`src/rtl/tpu_pkg.sv`:
```
// Shared TPU definitions: Q8.8 fixed-point type and constants, and the
// state encoding of the systolic output collector.
package tpu_pkg;

    typedef logic signed [15:0] fixed16_t;

    localparam int       FRAC_BITS = 8;
    localparam fixed16_t FIXED_ONE = 16'h0100;

    typedef enum logic [1:0] {
        ST_IDLE,
        ST_COLLECT,
        ST_DRAIN,
        ST_DONE
    } collector_state_t;

endpackage

```
`src/rtl/sys_output_collector_if.sv`:
```
// Column-in / row-out bus of the systolic output collector.
// The slave modport is the collector; the master modport is its environment
// (array bottom edge driving columns, downstream stage driving row_ready).
interface sys_output_collector_if #(
    parameter int N_COLS = 2,
    parameter int DATA_W = 16
) ();

    logic [N_COLS*DATA_W-1:0] col_data_in;
    logic [N_COLS-1:0]        col_valid_in;
    logic [N_COLS*DATA_W-1:0] row_data;
    logic                     row_valid;
    logic                     row_ready;

    modport master (
        output col_data_in,
        output col_valid_in,
        output row_ready,
        input  row_data,
        input  row_valid
    );

    modport slave (
        input  col_data_in,
        input  col_valid_in,
        input  row_ready,
        output row_data,
        output row_valid
    );

endinterface

```
`src/rtl/sync_fifo.sv`:
```
// Small synchronous FIFO with show-ahead output. A push into a full FIFO is
// accepted when a pop happens in the same cycle. No empty-FIFO bypass: a
// pushed word becomes visible on pop_data the cycle after the push.
module sync_fifo #(
    parameter int WIDTH = 32,
    parameter int DEPTH = 4
) (
    input  logic             clk,
    input  logic             rst,
    input  logic             push,
    input  logic [WIDTH-1:0] push_data,
    input  logic             pop,
    output logic [WIDTH-1:0] pop_data,
    output logic             full,
    output logic             empty
);

    localparam int AW = (DEPTH > 1) ? $clog2(DEPTH) : 1;

    logic [WIDTH-1:0] mem [DEPTH];
    logic [AW-1:0]    wr_ptr_reg;
    logic [AW-1:0]    rd_ptr_reg;
    logic [AW:0]      count_reg;
    logic             do_push;
    logic             do_pop;

    assign empty    = (count_reg == '0);
    assign full     = (count_reg == (AW+1)'(DEPTH));
    assign do_pop   = pop && !empty;
    assign do_push  = push && (!full || do_pop);
    assign pop_data = empty ? '0 : mem[rd_ptr_reg];

    // Storage, pointers and occupancy; pointers wrap naturally (DEPTH is a power of two).
    always_ff @(posedge clk or negedge rst) begin
        if (!rst) begin
            for (int k = 0; k < DEPTH; k++) begin
                mem[k] <= '0;
            end
            wr_ptr_reg <= '0;
            rd_ptr_reg <= '0;
            count_reg  <= '0;
        end else begin
            if (do_push) begin
                mem[wr_ptr_reg] <= push_data;
                wr_ptr_reg      <= wr_ptr_reg + 1'b1;
            end
            if (do_pop) begin
                rd_ptr_reg <= rd_ptr_reg + 1'b1;
            end
            case ({do_push, do_pop})
                2'b10:   count_reg <= count_reg + 1'b1;
                2'b01:   count_reg <= count_reg - 1'b1;
                default: count_reg <= count_reg;
            endcase
        end
    end

endmodule

```
`src/rtl/sys_output_collector.sv`:
```
// Systolic array output collector: de-skews the diagonally arriving column
// results into whole rows, checks alignment, buffers rows in a FIFO and runs a
// start/done job over a known row count.
// Optional feature macro: COLLECTOR_RELU_EN (clamp negative elements to zero
// as rows are pushed into the FIFO).
module sys_output_collector
    import tpu_pkg::*;
#(
    parameter int N_COLS = 2,
    parameter int DATA_W = 16,
    parameter int DEPTH  = 4,
    parameter int CNT_W  = 8
) (
    input  logic              clk,
    input  logic              rst,
    input  logic              start,
    input  logic [CNT_W-1:0]  rows_expected,
    output logic              busy,
    output logic              done,
    output logic [2:0]        err,
    sys_output_collector_if.slave bus
);

    localparam int ROW_W = N_COLS * DATA_W;

    logic [N_COLS-1:0] aligned_valid;
    logic [ROW_W-1:0]  aligned_data;
    logic [N_COLS-1:0] stage_valid_reg;
    logic [ROW_W-1:0]  stage_data_reg;
    logic [ROW_W-1:0]  push_data;

    collector_state_t  state_reg, state_next;
    logic [CNT_W-1:0]  rows_exp_reg, rows_exp_next;
    logic [CNT_W-1:0]  count_reg, count_next;
    logic [CNT_W-1:0]  count_inc;
    logic [2:0]        err_reg, err_next;

    logic row_complete;
    logic flag_skew;
    logic flag_overflow;
    logic flag_unexpected;
    logic push_req;
    logic push_accept;
    logic pop;
    logic fifo_full;
    logic fifo_empty;

    genvar gi;

    // Column j is held back N_COLS-1-j cycles so all columns of a row line up
    // with the last (undelayed) column.
    generate
        for (gi = 0; gi < N_COLS; gi++) begin : g_deskew
            localparam int STAGES = N_COLS - 1 - gi;
            if (STAGES == 0) begin : g_direct
                assign aligned_valid[gi]                 = bus.col_valid_in[gi];
                assign aligned_data[gi*DATA_W +: DATA_W] = bus.col_data_in[gi*DATA_W +: DATA_W];
            end else begin : g_delay
                logic [STAGES-1:0] valid_reg;
                logic [DATA_W-1:0] data_reg [STAGES];
                // Shift register carrying this column's valid and data.
                always_ff @(posedge clk or negedge rst) begin
                    if (!rst) begin
                        valid_reg <= '0;
                        for (int k = 0; k < STAGES; k++) begin
                            data_reg[k] <= '0;
                        end
                    end else begin
                        valid_reg[0] <= bus.col_valid_in[gi];
                        data_reg[0]  <= bus.col_data_in[gi*DATA_W +: DATA_W];
                        for (int k = 1; k < STAGES; k++) begin
                            valid_reg[k] <= valid_reg[k-1];
                            data_reg[k]  <= data_reg[k-1];
                        end
                    end
                end
                assign aligned_valid[gi]                 = valid_reg[STAGES-1];
                assign aligned_data[gi*DATA_W +: DATA_W] = data_reg[STAGES-1];
            end
        end
    endgenerate

    // Push stage: the aligned row is registered once and judged here.
    always_ff @(posedge clk or negedge rst) begin
        if (!rst) begin
            stage_valid_reg <= '0;
            stage_data_reg  <= '0;
        end else begin
            stage_valid_reg <= aligned_valid;
            stage_data_reg  <= aligned_data;
        end
    end

    // Element-wise ReLU on the way into the FIFO (combinational, no extra cycle).
    generate
        for (gi = 0; gi < N_COLS; gi++) begin : g_relu
`ifdef COLLECTOR_RELU_EN
            assign push_data[gi*DATA_W +: DATA_W] = stage_data_reg[gi*DATA_W + DATA_W - 1]
                                                    ? '0 : stage_data_reg[gi*DATA_W +: DATA_W];
`else
            assign push_data[gi*DATA_W +: DATA_W] = stage_data_reg[gi*DATA_W +: DATA_W];
`endif
        end
    endgenerate

    assign row_complete    = &stage_valid_reg;
    assign flag_skew       = (|stage_valid_reg) && !row_complete;
    assign push_req        = row_complete && (state_reg == ST_COLLECT);
    assign pop             = bus.row_ready && !fifo_empty;
    assign push_accept     = push_req && (!fifo_full || pop);
    assign flag_overflow   = push_req && !push_accept;
    assign flag_unexpected = (row_complete && (state_reg != ST_COLLECT))
                           || ((state_reg == ST_IDLE) && (|bus.col_valid_in));
    assign count_inc       = count_reg + 1'b1;

    sync_fifo #(
        .WIDTH (ROW_W),
        .DEPTH (DEPTH)
    ) u_fifo (
        .clk       (clk),
        .rst       (rst),
        .push      (push_accept),
        .push_data (push_data),
        .pop       (pop),
        .pop_data  (bus.row_data),
        .full      (fifo_full),
        .empty     (fifo_empty)
    );

    assign bus.row_valid = !fifo_empty;
    assign busy          = (state_reg != ST_IDLE);
    assign done          = (state_reg == ST_DONE);
    assign err           = err_reg;

    // Job state, latched row target, row counter and sticky error flags.
    always_ff @(posedge clk or negedge rst) begin
        if (!rst) begin
            state_reg    <= ST_IDLE;
            rows_exp_reg <= '0;
            count_reg    <= '0;
            err_reg      <= '0;
        end else begin
            state_reg    <= state_next;
            rows_exp_reg <= rows_exp_next;
            count_reg    <= count_next;
            err_reg      <= err_next;
        end
    end

    // Next-state logic; dropped (overflowed) rows still count so jobs always end.
    always_comb begin
        state_next    = state_reg;
        rows_exp_next = rows_exp_reg;
        count_next    = count_reg;
        err_next      = err_reg | {flag_unexpected, flag_overflow, flag_skew};
        case (state_reg)
            ST_IDLE: begin
                if (start) begin
                    rows_exp_next = rows_expected;
                    count_next    = '0;
                    err_next      = '0;
                    state_next    = (rows_expected == '0) ? ST_DONE : ST_COLLECT;
                end
            end
            ST_COLLECT: begin
                if (row_complete) begin
                    count_next = count_inc;
                    if (count_inc == rows_exp_reg) begin
                        state_next = ST_DRAIN;
                    end
                end
            end
            ST_DRAIN: begin
                if (fifo_empty) begin
                    state_next = ST_DONE;
                end
            end
            ST_DONE: begin
                state_next = ST_IDLE;
            end
            default: begin
                state_next = ST_IDLE;
            end
        endcase
    end

endmodule

```
`src/flat_wrapper.sv`:
```
// flat-port wrapper written by rule: the top's interface ports become plain ports
module sys_output_collector_flat import tpu_pkg::*;
#(
    parameter int N_COLS = 2,
    parameter int DATA_W = 16,
    parameter int DEPTH  = 4,
    parameter int CNT_W  = 8
)
  (clk, rst, start, rows_expected, busy, done, err, bus_col_data_in, bus_col_valid_in, bus_row_ready, bus_row_data, bus_row_valid);
  sys_output_collector_if #(.N_COLS(N_COLS), .DATA_W(DATA_W)) bus_i ();
  input  logic clk;
  input  logic rst;
  input  logic start;
  input  logic [CNT_W-1:0] rows_expected;
  output logic busy;
  output logic done;
  output logic [2:0] err;
  input wire logic [$bits(bus_i.col_data_in)-1:0] bus_col_data_in;
  input wire logic [$bits(bus_i.col_valid_in)-1:0] bus_col_valid_in;
  input wire logic [$bits(bus_i.row_ready)-1:0] bus_row_ready;
  output wire logic [$bits(bus_i.row_data)-1:0] bus_row_data;
  output wire logic [$bits(bus_i.row_valid)-1:0] bus_row_valid;
  assign bus_i.col_data_in = bus_col_data_in;
  assign bus_i.col_valid_in = bus_col_valid_in;
  assign bus_i.row_ready = bus_row_ready;
  assign bus_row_data = bus_i.row_data;
  assign bus_row_valid = bus_i.row_valid;
  sys_output_collector #(.N_COLS(N_COLS), .DATA_W(DATA_W), .DEPTH(DEPTH), .CNT_W(CNT_W)) u_core (.clk(clk), .rst(rst), .start(start), .rows_expected(rows_expected), .busy(busy), .done(done), .err(err), .bus(bus_i));
endmodule
```
`config.mk`:
```
export PLATFORM = sky130hd
export DESIGN_NAME = sys_output_collector_flat
export DESIGN_NICKNAME = d
export VERILOG_FILES = /design/src/rtl/tpu_pkg.sv /design/src/rtl/sys_output_collector_if.sv /design/src/rtl/sync_fifo.sv /design/src/rtl/sys_output_collector.sv /design/src/flat_wrapper.sv
export SDC_FILE = /design/constraint.sdc
export NUM_CORES = 1
export LEC_CHECK = 0
export BUFFER_PORTS_ARGS = -buffer_cell sky130_fd_sc_hd__buf_2
export CAP_MARGIN = 20
export CORE_ASPECT_RATIO = 1.25
export CORE_MARGIN = 2
export CORE_UTILIZATION = 46
export CTS_CLUSTER_SIZE = 20
export DETAILED_ROUTE_END_ITERATION = 8
export PLACE_DENSITY = 0.67
export SLEW_MARGIN = 40
export SYNTH_ARGS = -nofsm -noshare
export SYNTH_HDL_FRONTEND = slang
export SYNTH_HIERARCHICAL = 1
export SYNTH_SLANG_ARGS = --single-unit
```
`constraint.sdc`:
```
create_clock -name clk -period 2.9 [get_ports clk]
set_input_delay 0.145 -clock clk [delete_from_list [all_inputs] [get_ports clk]]
set_output_delay 0.145 -clock clk [all_outputs]
set_load 0.02 [all_outputs]
```
==> results.md <==
- Setup slack, reg-to-reg: 350 ps
- Worst hold-check slack: 135 ps
- TNS Setup: 0 ps
- Crit path cell chain: nor3_4, inv_1, nand2_1, inv_1, nor4b_4, nand2b_1, ha_1, inv_1, fa_1, xor2_1, nor2_1, xor2_1
- Post-DRT Antenna Nets: 0
- Warnings, synthesis: 6
- Post-synth EDFFs: 0
- DRC viols: 0
- CP required: 3320 ps
- Lkg Pwr: 4.82 nW
- Cell count after synthesis: 610
- Max Clk Rate: 392 MHz
- Critical Path Sink Type: flip-flop
- Post-synth ARST share: 100%
- CTS root buf: clkbuf_16
- Top FF cell, synth: dfrtp_1
- RSZ-0062 raised after global routing: no
- Max FO, Critical Path: 4
- First-pass GRT wire length: 30,700 µm
- Number of global-route vias before repair: 5,922
- Hold_sp: bus_row_ready
- Vias per cell: 5.28
- Crit-path slowest cell: dfrtp_1
- Drt pass-1 iters: 4
- Largest net degree at the start of global routing: 87
- Min-delay worst type: in -> reg
- Share of post-route cells with drive strength above 1: 41.3%
- # diodes: 0
- Synth unique cells: 41
- Pre-CTS setup slack: 383 ps
- Power Dens Cells: 1100 nW/µm²
- Final nets: 799
- Initial DRC count: 301
- Startpoint Class: flip-flop
- Clk sinks: 207
- Reg2reg end: u_core/u_fifo/count_reg[2]$_DFFE_PN0P_
- Slew Limit Fails: 0
- CP most frequent cell: inv_1
- Total Die Area: 20,700 µm²
- Hpwl dp: 11,600 µm
- Total number of vias: 5,385
- Max reg flops: 128
- Syn Area/Cell: 14.7 µm²
- Crit path arrival time: 2970 ps
- Clock buffer depth: 3
- Commonest non-fill, non-tap cell in the layout: dfrtp_1
- Number of I/O pins: 84
- Wire length per cell: 18.2 µm
- Final worst slack: 348 ps
- Height of the die: 160 µm
- Final worst-path cycle share: 88.0%
- Synthesized flop and latch total: 207
- CTS tree: yes
- Antenna violations before repair: 0
- CTS Buf Count: 21
- Clock Skews: 11.8 ps
- Final Core Density: 56.4%
- Max_slew headroom: 47.4%
- Max-cap viol count: 0
- Overflow left after global routing: 0
- Kind of critical path: reg -> reg
- Fillers: 1,512
- Syn_nets: 668
- H-tree levels: 1
- WHS Endpoint: u_core/err[1]$_DFF_PN0_
- Least-Margin Pin Slew: 788 ps
- Drt total wl: 18,500 µm
- Initial Util: 46.5%
- Crit path time final: 2550 ps
- GR Util All Layers: 18.7%
- # setup viols final: 0
- Clock Latency Late Sink: 490 ps
- # rows: 57
- Crit-path max cell delay: 460 ps
- Layout area overhead: 21.4%
- PortBufs: 83
- Peak supply drop: 0.000585 V
- Sequential area share after synthesis: 57.7%
- Final Hold Violating Endpoints: 0
- R2R depth: 12
- Core Box Area: 19,300 µm²
- Clock-pin slew on the worst setup and hold paths: 60 ps
- R2r startpoint: u_core/u_fifo/count_reg[0]$_DFFE_PN0P_
- Status: finished clean
- Die Wd: 129 µm
- Placer Congestion: 0.842
- Resize count post-CTS: 0
- Hold depth: 4
- Most frequent cells in the layout: dfrtp_1, mux2_2, buf_2
- Synth Cell Area: 8980 µm²
[final cells by class]
class                      instances  area, µm²  share of cell area [%]
sequential                       207       5180                    47.5
multi-input combinational        354       3550                    32.5
timing repair buffer             145       1100                    10.1
clock buffer                      30        589                    5.40
tap                              265        332                    3.04
clock inverter                     7        110                    1.01
inverter                          12       45.0                   0.413
[synthesized netlist by cell type, drive strengths merged (6+ instances only)]
cell,count,share of area (%)
a21oi,17,0.95
and2b,10,0.84
buf,23,2.2
clkbuf,14,0.58
dfrtp,207,58
ha,11,1.5
inv,12,0.50
mux2,137,17
mux2i,7,0.78
mux4,32,8.0
nand2,25,1.0
nor2,16,0.67
nor2b,28,1.9
nor3,6,0.33
o21ai,10,0.56
xnor2,8,0.78
[logic make-up after synthesis]
group	count (synthesis)	synth area share, %
AO/OA/AOI/OAI	42	2.98
XOR/XNOR	13	1.27
adder cells (fa/ha/maj)	12	1.75
buffers and inverters	49	3.33
flip-flops	207	57.7
multiplexers	176	26.0
AND/OR/NAND/NOR	111	7.03
[stage by stage]
step	instance area [µm²]	std cells	power (W)
6_report	10900	1020	0.0120
5_1_grt	10900	1020	0.0127
4_1_cts	10900	1020	0.0121
3_5_place_dp	9770	939	0.00929
3_3_place_gp	9760	939	0.00905
2_1_floorplan	8990	610	0.00792
[power breakdown]
part	switching (W)	internal, W	leakage [nW]
sequential	0.000778	0.00394	2.47
clock	0.00106	0.00168	0.345
combinational	0.00208	0.00242	2.01
total	0.00393	0.00804	4.82
[metal layers]
metal  track usage (%)  wire length (µm)  vias up
li1                  -                 -     2435
met1              24.8              8040     2815
met2              31.7              9440      101
met3              2.71               616       34
met4              5.88               453        0
met5                 0                 0        -
[worst max-delay path by stage]
| stage | start | slack, ps | end |
|---|---|---|---|
| floorplan | u_core/u_fifo/count_reg[0]$_DFFE_PN0P_ | 30 | u_core/u_fifo/count_reg[2]$_DFFE_PN0P_ |
| global placement | u_core/u_fifo/count_reg[0]$_DFFE_PN0P_ | 490 | u_core/state_reg[1]$_DFFE_PN0P_ |
| detailed placement | u_core/u_fifo/count_reg[0]$_DFFE_PN0P_ | 380 | u_core/state_reg[0]$_DFFE_PN0P_ |
| CTS | u_core/u_fifo/count_reg[0]$_DFFE_PN0P_ | 360 | u_core/u_fifo/count_reg[2]$_DFFE_PN0P_ |
| global route | u_core/u_fifo/count_reg[0]$_DFFE_PN0P_ | 160 | u_core/u_fifo/count_reg[2]$_DFFE_PN0P_ |
| finish | u_core/u_fifo/count_reg[0]$_DFFE_PN0P_ | 350 | u_core/u_fifo/count_reg[2]$_DFFE_PN0P_ |
[what timing repair did]
item,in CTS,in global routing
endpoints found under the hold margin,126,0
buffers inserted,0,0
hold buffers,44,0
[worst max-delay path, delay by kind of cell, from the launching register on]
kind / cells / cell delay, ps
xor gates and xnor gates: 2 / 300
buffers and inverters: 3 / 230
and+or+nand+nor: 5 / 920
DFF: 1 / 460
adders and majority gates: 2 / 580
Note: power is estimated with default switching activity, not from simulation.
